==> config.mk <==
export PLATFORM = sky130hd
export DESIGN_NAME = victim_cache_assoc
export DESIGN_NICKNAME = d
export VERILOG_FILES = /design/src/rtl/victim_cache_pkg.sv /design/src/rtl/victim_cache_assoc_lru.sv /design/src/rtl/victim_cache_assoc.sv
export SDC_FILE = /design/constraint.sdc
export NUM_CORES = 2
export LEC_CHECK = 0
export CORE_AREA = 5 5 432 434
export DETAILED_ROUTE_END_ITERATION = 10
export DIE_AREA = 0 0 437 439
export PLACE_DENSITY = 0.61
export SLEW_MARGIN = 20
export SYNTH_ARGS = -nofsm -noshare
export SYNTH_HDL_FRONTEND = slang
export SYNTH_SLANG_ARGS = --single-unit
==> constraint.sdc <==
create_clock -name clk -period 14.55 [get_ports clk]
set_input_delay 2.91 -clock clk [delete_from_list [all_inputs] [get_ports clk]]
set_output_delay 2.91 -clock clk [all_outputs]
set_load 0.005 [all_outputs]
==> src/rtl/victim_cache_pkg.sv <==
// Shared types and helpers for the fully-associative victim cache.
package victim_cache_pkg;

  // Controller states: waiting for an L1 miss, writing back a dirty
  // victim, or fetching the requested line from memory.
  typedef enum logic [1:0] {
    IDLE      = 2'd0,
    WRITEBACK = 2'd1,
    FILL      = 2'd2
  } state_e;

  // Width of an entry index / LRU age; at least one bit.
  function automatic int idx_width(input int n);
    if (n > 2) begin
      return $clog2(n);
    end else begin
      return 1;
    end
  endfunction

endpackage

==> src/rtl/victim_cache_assoc_lru.sv <==
// True-LRU age tracker and replacement picker for the victim cache.
// Ages form a permutation of 0..N-1; age 0 is MRU, age N-1 is LRU.
module victim_lru
  import victim_cache_pkg::*;
#(
  parameter int NUM_ENTRIES = 4,
  parameter int IDX_W       = idx_width(NUM_ENTRIES)
) (
  input  logic                   clk,
  input  logic                   rst_n,
  input  logic                   touch,
  input  logic [IDX_W-1:0]       touch_idx,
  input  logic [NUM_ENTRIES-1:0] valid,
  output logic [IDX_W-1:0]       repl_idx
);

  localparam logic [IDX_W-1:0] MAX_AGE = IDX_W'(NUM_ENTRIES - 1);

  logic [IDX_W-1:0] age_r     [NUM_ENTRIES];
  logic [IDX_W-1:0] age_nxt_s [NUM_ENTRIES];
  logic [IDX_W-1:0] inv_idx_s;
  logic             inv_found_s;
  logic [IDX_W-1:0] lru_idx_s;

  // Age update: touched entry becomes 0, entries younger than it age by one.
  always_comb begin
    age_nxt_s = age_r;
    if (touch) begin
      for (int i = 0; i < NUM_ENTRIES; i++) begin
        if (IDX_W'(i) == touch_idx) begin
          age_nxt_s[i] = '0;
        end else if (age_r[i] < age_r[touch_idx]) begin
          age_nxt_s[i] = age_r[i] + IDX_W'(1);
        end else begin
          age_nxt_s[i] = age_r[i];
        end
      end
    end else begin
      age_nxt_s = age_r;
    end
  end

  // Age registers; reset order makes entry 0 the initial MRU.
  always_ff @(posedge clk or negedge rst_n) begin
    if (!rst_n) begin
      for (int i = 0; i < NUM_ENTRIES; i++) begin
        age_r[i] <= IDX_W'(i);
      end
    end else begin
      age_r <= age_nxt_s;
    end
  end

  // Replacement choice: lowest-index invalid entry, otherwise the oldest.
  always_comb begin
    inv_idx_s   = '0;
    inv_found_s = 1'b0;
    lru_idx_s   = '0;
    for (int i = NUM_ENTRIES - 1; i >= 0; i--) begin
      if (!valid[i]) begin
        inv_idx_s   = IDX_W'(i);
        inv_found_s = 1'b1;
      end else begin
        inv_found_s = inv_found_s;
      end
      if (age_r[i] == MAX_AGE) begin
        lru_idx_s = IDX_W'(i);
      end else begin
        lru_idx_s = lru_idx_s;
      end
    end
    if (inv_found_s) begin
      repl_idx = inv_idx_s;
    end else begin
      repl_idx = lru_idx_s;
    end
  end

endmodule

==> src/rtl/victim_cache_assoc.sv <==
// Fully-associative victim cache and swap controller between L1 and memory.
// Hits swap the requested line with L1's victim in a single cycle; misses
// install the victim (writing back a dirty LRU line first) and then pass a
// memory fill straight through to L1.
module victim_cache_assoc
  import victim_cache_pkg::*;
#(
  parameter int NUM_ENTRIES = 4,
  parameter int TAG_W       = 27,
  parameter int LINE_W      = 256
) (
  input  logic              clk,
  input  logic              rst_n,
  input  logic              l1_req,
  input  logic [TAG_W-1:0]  l1_tag,
  input  logic              l1_evict,
  input  logic [TAG_W-1:0]  l1_evict_tag,
  input  logic [LINE_W-1:0] l1_evict_data,
  input  logic              l1_evict_dirty,
  output logic              l1_resp,
  output logic [LINE_W-1:0] l1_rdata,
  output logic              l1_rdirty,
  output logic              pmem_read,
  output logic              pmem_write,
  output logic [TAG_W-1:0]  pmem_addr,
  output logic [LINE_W-1:0] pmem_wdata,
  input  logic [LINE_W-1:0] pmem_rdata,
  input  logic              pmem_resp
);

  localparam int IDX_W = idx_width(NUM_ENTRIES);

  typedef struct packed {
    logic              valid;
    logic              dirty;
    logic [TAG_W-1:0]  tag;
    logic [LINE_W-1:0] data;
  } entry_t;

  // Valid/dirty are reset; tag and data arrays deliberately are not.
  logic [NUM_ENTRIES-1:0] valid_r;
  logic [NUM_ENTRIES-1:0] dirty_r;
  logic [TAG_W-1:0]       tag_r  [NUM_ENTRIES];
  logic [LINE_W-1:0]      data_r [NUM_ENTRIES];
  entry_t                 entry_s [NUM_ENTRIES];

  state_e           state_r;
  state_e           state_nxt_s;
  logic [IDX_W-1:0] vidx_r;
  logic [IDX_W-1:0] vidx_nxt_s;

  logic             hit_s;
  logic [IDX_W-1:0] hit_idx_s;
  logic [IDX_W-1:0] repl_idx_s;

  logic             ins_en_s;
  logic             inv_en_s;
  logic [IDX_W-1:0] wr_idx_s;
  logic             touch_s;

  // Assemble a per-entry view of the storage arrays.
  always_comb begin
    for (int i = 0; i < NUM_ENTRIES; i++) begin
      entry_s[i].valid = valid_r[i];
      entry_s[i].dirty = dirty_r[i];
      entry_s[i].tag   = tag_r[i];
      entry_s[i].data  = data_r[i];
    end
  end

  // Parallel tag lookup; lowest matching index wins (at most one matches).
  always_comb begin
    hit_s     = 1'b0;
    hit_idx_s = '0;
    for (int i = NUM_ENTRIES - 1; i >= 0; i--) begin
      if (entry_s[i].valid && (entry_s[i].tag == l1_tag)) begin
        hit_s     = 1'b1;
        hit_idx_s = IDX_W'(i);
      end else begin
        hit_s     = hit_s;
      end
    end
  end

  victim_lru #(
    .NUM_ENTRIES (NUM_ENTRIES),
    .IDX_W       (IDX_W)
  ) u_lru (
    .clk       (clk),
    .rst_n     (rst_n),
    .touch     (touch_s),
    .touch_idx (wr_idx_s),
    .valid     (valid_r),
    .repl_idx  (repl_idx_s)
  );

  // Next-state, entry write controls and L1/memory outputs.
  always_comb begin
    state_nxt_s = state_r;
    vidx_nxt_s  = vidx_r;
    ins_en_s    = 1'b0;
    inv_en_s    = 1'b0;
    touch_s     = 1'b0;
    wr_idx_s    = vidx_r;
    l1_resp     = 1'b0;
    l1_rdata    = entry_s[hit_idx_s].data;
    l1_rdirty   = entry_s[hit_idx_s].dirty;
    pmem_read   = 1'b0;
    pmem_write  = 1'b0;
    pmem_addr   = l1_tag;
    pmem_wdata  = entry_s[vidx_r].data;
    case (state_r)
      IDLE: begin
        if (l1_req && hit_s) begin
          // Swap on hit: the evicted line replaces the returned one in place.
          l1_resp  = 1'b1;
          wr_idx_s = hit_idx_s;
          if (l1_evict) begin
            ins_en_s = 1'b1;
            touch_s  = 1'b1;
          end else begin
            inv_en_s = 1'b1;
          end
        end else if (l1_req && l1_evict) begin
          vidx_nxt_s = repl_idx_s;
          wr_idx_s   = repl_idx_s;
          if (entry_s[repl_idx_s].valid && entry_s[repl_idx_s].dirty) begin
            state_nxt_s = WRITEBACK;
          end else begin
            ins_en_s    = 1'b1;
            touch_s     = 1'b1;
            state_nxt_s = FILL;
          end
        end else if (l1_req) begin
          state_nxt_s = FILL;
        end else begin
          state_nxt_s = IDLE;
        end
      end
      WRITEBACK: begin
        pmem_write = 1'b1;
        pmem_addr  = entry_s[vidx_r].tag;
        if (pmem_resp) begin
          ins_en_s    = 1'b1;
          touch_s     = 1'b1;
          state_nxt_s = FILL;
        end else begin
          state_nxt_s = WRITEBACK;
        end
      end
      FILL: begin
        pmem_read = 1'b1;
        l1_rdata  = pmem_rdata;
        l1_rdirty = 1'b0;
        if (pmem_resp) begin
          l1_resp     = 1'b1;
          state_nxt_s = IDLE;
        end else begin
          state_nxt_s = FILL;
        end
      end
      default: begin
        state_nxt_s = IDLE;
      end
    endcase
  end

  // Controller state and the victim slot latched on leaving IDLE.
  always_ff @(posedge clk or negedge rst_n) begin
    if (!rst_n) begin
      state_r <= IDLE;
      vidx_r  <= '0;
    end else begin
      state_r <= state_nxt_s;
      vidx_r  <= vidx_nxt_s;
    end
  end

  // Valid/dirty bookkeeping for installs and hit invalidations.
  always_ff @(posedge clk or negedge rst_n) begin
    if (!rst_n) begin
      valid_r <= '0;
      dirty_r <= '0;
    end else if (ins_en_s) begin
      valid_r[wr_idx_s] <= 1'b1;
      dirty_r[wr_idx_s] <= l1_evict_dirty;
    end else if (inv_en_s) begin
      valid_r[wr_idx_s] <= 1'b0;
      dirty_r[wr_idx_s] <= 1'b0;
    end else begin
      valid_r <= valid_r;
      dirty_r <= dirty_r;
    end
  end

  // Tag and data capture of the evicted L1 line.
  always_ff @(posedge clk) begin
    if (ins_en_s) begin
      tag_r[wr_idx_s]  <= l1_evict_tag;
      data_r[wr_idx_s] <= l1_evict_data;
    end
  end

endmodule

; ---- Yosys cells after proc, flatten, opt, wreduce, memory -nomap -nowiden
; Memories as Yosys holds them, arrays and structs flattened.
; Cells that the tools add are included.
[word_totals]
out_inout_bits = 543
word_cells = 143
n_memories = 2
input_bits = 572
reg_bits = 20
ram_bits = 1132
[mem_list]
columns = memory, words, word_bits, read_ports, rd_ports_with_merged_regs, wr, line_no
row1 = data_r, 4, 256, 4, 0, 1, victim_cache_assoc.sv:44  ; logic [LINE_W-1:0] data_r [NUM_ENTRIES];
row2 = tag_r, 4, 27, 4, 0, 1, victim_cache_assoc.sv:43  ; logic [TAG_W-1:0] tag_r [NUM_ENTRIES];
[classes]
mux = 76
n_lt_le_gt_ge = 10
n_reduce_logical = 20
bitwise_logic = 9
n_addsub = 4
n_eq_ne = 14
[ops]
columns = cell, n
row1 = $bmux W285 S2, 3
row2 = $mux W285, 2
row3 = $mux W284, 2
row4 = $mux W283, 2
row5 = $mux W256, 1
row6 = $eq A27 B27 Y1, 4
row7 = $mux W2, 32
row8 = $mux W27, 1
row9 = $mux W1, 23
row10 = $mux W4, 4
row11 = $ge A3 B3 Y1 const B, 4
row12 = $not A2 Y3, 4
row13 = $eq A2 B2 Y1 const B, 5
row14 = $reduce_and A2 Y1, 5
row15 = $reduce_bool A2 Y1, 5
row16 = $add A2 B1 Y2 const B, 4
row17 = $and A4 B4 Y4, 2
row18 = $logic_and A1 B1 Y1, 8
row19 = $lt A2 B2 Y1, 4
row20 = $pmux W2 S3, 1
row21 = $bmux W2 S2, 1
row22 = $bwmux W4, 1
row23 = $eq A2 B2 Y1 const A, 2
row24 = $logic_not A2 Y1, 2
row25 = 10 further kinds, 11

; ---- Logic depth before layout (Yosys ltp)
[logic_depth]
word_depth = 17
depth_mapped = 14
mapped_depth_nobuf = 11

; ---- Cells and area by module
; From an unflattened synthesis, not the netlist that was laid out.
[hier_totals]
cells_unflattened = 3673
hier_area_um2 = 55065.3
[modules_own_cells]
columns = mod, area_each_um2, cells_each, seq_area_each_um2, instances
row1 = victim_cache_assoc, 54272.1, 3585, 34292.9, 1
row2 = victim_lru, 793.3, 88, 205.2, 1

; ---- Worst setup path before layout
; OpenSTA, ideal clock, no wires.
[synth_timing]
path_kind = in2reg
start = input l1_tag[22]
end = register dirty_r[3]
arrival_ns = 12.164
setup_ns = 0.091
n_path_buf = 1
path_slack_ns = 2.295
stages = 11
required_time_ns = 14.459
cell_sequence = clkbuf_1 xnor2_1 nand4_1 or4_1 or2_1 and2_4 a21o_1 o21ai_1 nor2b_1 and2_1 a22o_1
[synth_via]
elab_chain_cells = 17
word_cells_on_any_way = 34
cone_classes = order compare: 2 / eq/ne: 4 / mux: 19 / bitwise: 2 / reduce/logical: 7
[synth_rtl]
columns = element, line_no
row1 = start: declaration, victim_cache_assoc.sv:15  ; input logic [TAG_W-1:0] l1_tag,
row2 = $eq A27 B27 Y1, victim_cache_assoc.sv:76  ; if (entry_s[i].valid && (entry_s[i].tag == l1_tag)) begin
row3 = $logic_and A1 B1 Y1, victim_cache_assoc.sv:76
row4 = $mux W1 (4 in series), victim_cache_assoc.sv:76
row5 = $logic_and A1 B1 Y1, victim_cache_assoc.sv:114  ; if (l1_req && hit_s) begin
row6 = $mux W2, victim_cache_assoc.sv:114
row7 = $mux W2, victim_cache_assoc.sv:112  ; case (state_r)
row8 = $lt A2 B3 Y1 (not written as such) / $ge A2 B1 Y1 (equally long branches), "victim_cache_assoc.sv:186, victim_cache_assoc.sv:189"
row9 = $logic_and A1 B1 Y1 (not written as such), "victim_cache_assoc.sv:186, victim_cache_assoc.sv:189"
row10 = $mux W1 (not written as such), "victim_cache_assoc.sv:186, victim_cache_assoc.sv:189"
row11 = $demux W1 S2, "victim_cache_assoc.sv:186, victim_cache_assoc.sv:189"
row12 = $not A4 Y4 (no source line), --
row13 = $and A4 B4 Y4 (no source line), --
row14 = $mux W4, victim_cache_assoc.sv:187  ; end else if (inv_en_s) begin
row15 = $mux W4, victim_cache_assoc.sv:184  ; end else if (ins_en_s) begin
row16 = end signal: indexed assignment, victim_cache_assoc.sv:186  ; dirty_r[wr_idx_s] <= l1_evict_dirty;
row17 = end signal: assignment, victim_cache_assoc.sv:192  ; dirty_r <= dirty_r;
row18 = end: declaration, victim_cache_assoc.sv:42  ; logic [NUM_ENTRIES-1:0] dirty_r;
; Parallel ways exist; a longest one is shown, timed or not. The select of a mux whose other input is x is not followed.
; A chain may end at the register's enable or synchronous reset.

; ---- Worst setup path in the final report
[layout_timing]
start = input l1_tag[23]
end = output l1_rdata[205]
[layout_via]
elab_chain_cells = 11
word_cells_on_any_way = 17
cone_classes = eq/ne: 4 / mux: 8 / bitwise: 1 / reduce/logical: 4
[layout_rtl]
columns = element, line_no
row1 = $eq A27 B27 Y1, victim_cache_assoc.sv:76
row2 = $logic_and A1 B1 Y1, victim_cache_assoc.sv:76
row3 = $mux W2 (3 in series), victim_cache_assoc.sv:76
row4 = $mux W2 *, victim_cache_assoc.sv:76
row5 = $not A2 Y3 (not written as such) *, victim_cache_assoc.sv:106  ; l1_rdata = entry_s[hit_idx_s].data;
row6 = $bmux W285 S2 *, victim_cache_assoc.sv:106
row7 = $mux W284 * (2 in series), --
row8 = $mux W256 *, victim_cache_assoc.sv:112
row9 = end: declaration, victim_cache_assoc.sv:21  ; output logic [LINE_W-1:0] l1_rdata,
; Every way passes the cells marked *; elsewhere a longest branch is shown, timed or not. The select of a mux whose other input is x is not followed.

==> results.ini <==
[status]
outcome=finished, final reports clean

[worst_setup_path]
ff2ff_setup_slack_ns=8.75
arrival_ns=7.98
r2r_end=data_r[2][126]
crit_type=input pin to primary output
crit_path_start_kind=input pin
r2r_start=u_lru.age_r[3]
rr_worst_depth=11
crit_path_end_kind=primary output
cp_data_required_time_ns=11.64
cp_max_fo=111

[logic_synthesis]
yosys_warnings=0
yosysTopAreaCell=edfxtp_1
synth_area_per_cell_um2=12.4
synth_seq_cells=1152
synth-seq-area-share=0.635
synth_fp_nets=4968
synth.top_cells.by_count=edfxtp_1, nor2_1, nand2_1
netlist.area_leader.share=0.626
ys_top_cells_by_area=edfxtp_1, mux4_2, nor2_1, nand2_1, o21ai_0
synth_cell_types=61
synth-edff-count=1132
synthCells=4392
synthMostInstantiatedCell=edfxtp_1
synth-main-ff-cell=edfxtp_1
synth-async-reset-ratio=0.0174
synth_area_mm2=0.0543

[place]
dp.final_hpwl_um=139000
gp_congestion=0.920
port_buffers=1114

[global_routing]
grt_pass1_vias=38753
track_usage=0.196
grt_max_degree=212
grt_overflow=0
antenna_found_initial=32
grt_pass1_wl_um=278000

[clock_network]
cts-buffers-inserted=133
htreeDepth=4
clock-sinks=1152
cts_buffer_depth=3
post-cts-setup-buffer-count=0
cts-hold-fix-buffers=0
clk_latency_ns=0.76
path_clk_slew_ns=0.06
cts_tree=yes
post_cts_resize_count=0
root_buffer=clkbuf_16

[sta]
setup_viol=0
max_freq_mhz=91.8
drv_slew=0
tightestPinTransition_ns=1.26
timing.hold.ws_ns=0.533
fin_crit_ns=10.89
rsz0062_at_grt=false
skew_ns=0.0292
period_share=0.749
final.setup.tns_ns=0
maxSlewHeadroom=0.163
hold_violations=0

[drt]
wirelength_um=197000
post_drt_wl_per_cell_um=25.0
vias=39499
drtAntennaViolNets=0
drcViolationCount=0
drt_iter0_markers=3426
via_per_inst=5.01
firstDrtPassIters=7

[hold_path]
hold_depth=1
min_to=dirty_r[1]
hold_class=flip-flop to flip-flop
worstHoldStart=dirty_r[1]

[floorplan]
io_pins=1115
start_util=0.298
fp.dieW_um=437
row_count=157
fp.coreArea_mm2=0.182
dieHeight_um=439
dieArea_mm2=0.192

[run]
drv_cap=0

[finish]
layout.nets=5944
syn_to_final_growth_pct=32.7
nFillCells=17162
drive_gt1_frac=0.105

[power_and_ir_drop]
power_leakage_nw=24.5
ir_worst_vdd_v=0.000163
power_density_mw_per_mm2=139

-- layout make-up --
| type | instances | area, µm² | share of cell area |
|---|---|---|---|
| Clock buffer | 171 | 3580 | 0.0496 |
| Antenna cell | 19 | 47.5 | 0.000660 |
| Tap cell | 2385 | 2980 | 0.0414 |
| Timing Repair Buffer | 1166 | 11700 | 0.163 |
| Sequential cell | 1152 | 34500 | 0.479 |
| Inverter | 11 | 41.3 | 0.000573 |
| Clock inverter | 70 | 674 | 0.00935 |
| Multi-Input combinational cell | 2904 | 18500 | 0.257 |
-- power by group --
part | switching (mW) | leakage (nW) | internal (mW)
logic | 1.42 | 11.9 | 1.50
clock network | 1.36 | 2.07 | 1.92
registers | 0.0816 | 10.4 | 3.75
-- cells by family (layout without fill, tap and decap cells) --
group                    Yosys count  in the layout  synth area share
buffers and inverters            336           1418            0.0250
AO/OA/AOI/OAI                    579            579            0.0567
other                              0             19                 0
flip-flops                      1152           1152             0.635
XOR/XNOR                         108            108            0.0174
AND/OR/NAND/NOR                 1901           1901             0.141
adder cells (fa/ha/maj)            4              4          0.000921
multiplexers                     312            312             0.124
-- how the worst max path moves through the flow --
stage                     startpoint  slack, ns       endpoint
after floorplan           l1_tag[22]       2.29     dirty_r[3]
after global placement    l1_tag[23]       3.77  l1_rdata[108]
after detailed placement  l1_tag[23]       3.77  l1_rdata[107]
after CTS                 l1_tag[23]       3.75  l1_rdata[107]
after global routing       l1_tag[0]       3.52  l1_rdata[107]
final                     l1_tag[23]       3.66  l1_rdata[205]
-- sequential cells by signal (all words and copies together), names as in the netlist, named ones only --
register,flops
state_r,2
u_lru.age_r,8
vidx_r,2
tag_r,108
dirty_r,4
data_r,1024
-- metal layers --
layer,global-route usage,vias to the layer above,wire [µm],part of all wire
li1,-,18021,-,-
met2,0.336,1302,99300,0.51
met3,0.0559,233,15200,0.077
met5,0,-,40,0.00020
met1,0.242,19937,77500,0.39
met4,0.0564,6,4560,0.023
-- layout by cell type, fill, tap and decap left out, types with 5 or more instances in the layout --
cell and instances:
edfxtp_1 1132, xor2_1 48, nand2_1 782, xnor2_1 60
clkbuf_1 33, a21oi_1 10, nand4_1 20, inv_1 11
dfrtp_1 14, clkinv_2 16, nor4_1 15, mux2_2 27
clkbuf_16 138, nor2_1 783, nor2b_1 5, buf_12 16
diode_2 19, nand3_1 263, buf_4 36, a21o_1 6
inv_6 7, bufinv_16 10, o21ai_1 37, clkdlybuf4s50_1 1113
a211oi_1 6, clkinv_1 25, mux4_2 284, o21ai_0 482
-- critical path: stages --
cell             delay (ns)
clkdlybuf4s50_1        0.71
xnor2_1                0.18
nand4_1                0.15
or4_1                  0.55
or2_1                  0.27
and2_1                 0.24
nand2b_4               0.61
buf_12                 0.39
nand2_1                0.13
nand3_1                0.10
o21ai_0                0.20
o21ai_0                0.62
clkdlybuf4s50_1        0.64
-- metrics by stage --
stage,instance area [µm²],instances,total power [mW],setup slack [ns],util
finish,72100,7878,10.0,3.66,0.395
global route,72100,7874,10.4,3.52,0.395
CTS,72100,7859,10.2,3.75,0.395
detailed placement,67800,7618,6.85,3.77,0.372
global placement,67800,7618,6.85,3.77,0.372
floorplan,54300,4392,5.16,2.29,-
Note: power is estimated with default switching activity, not from simulation.
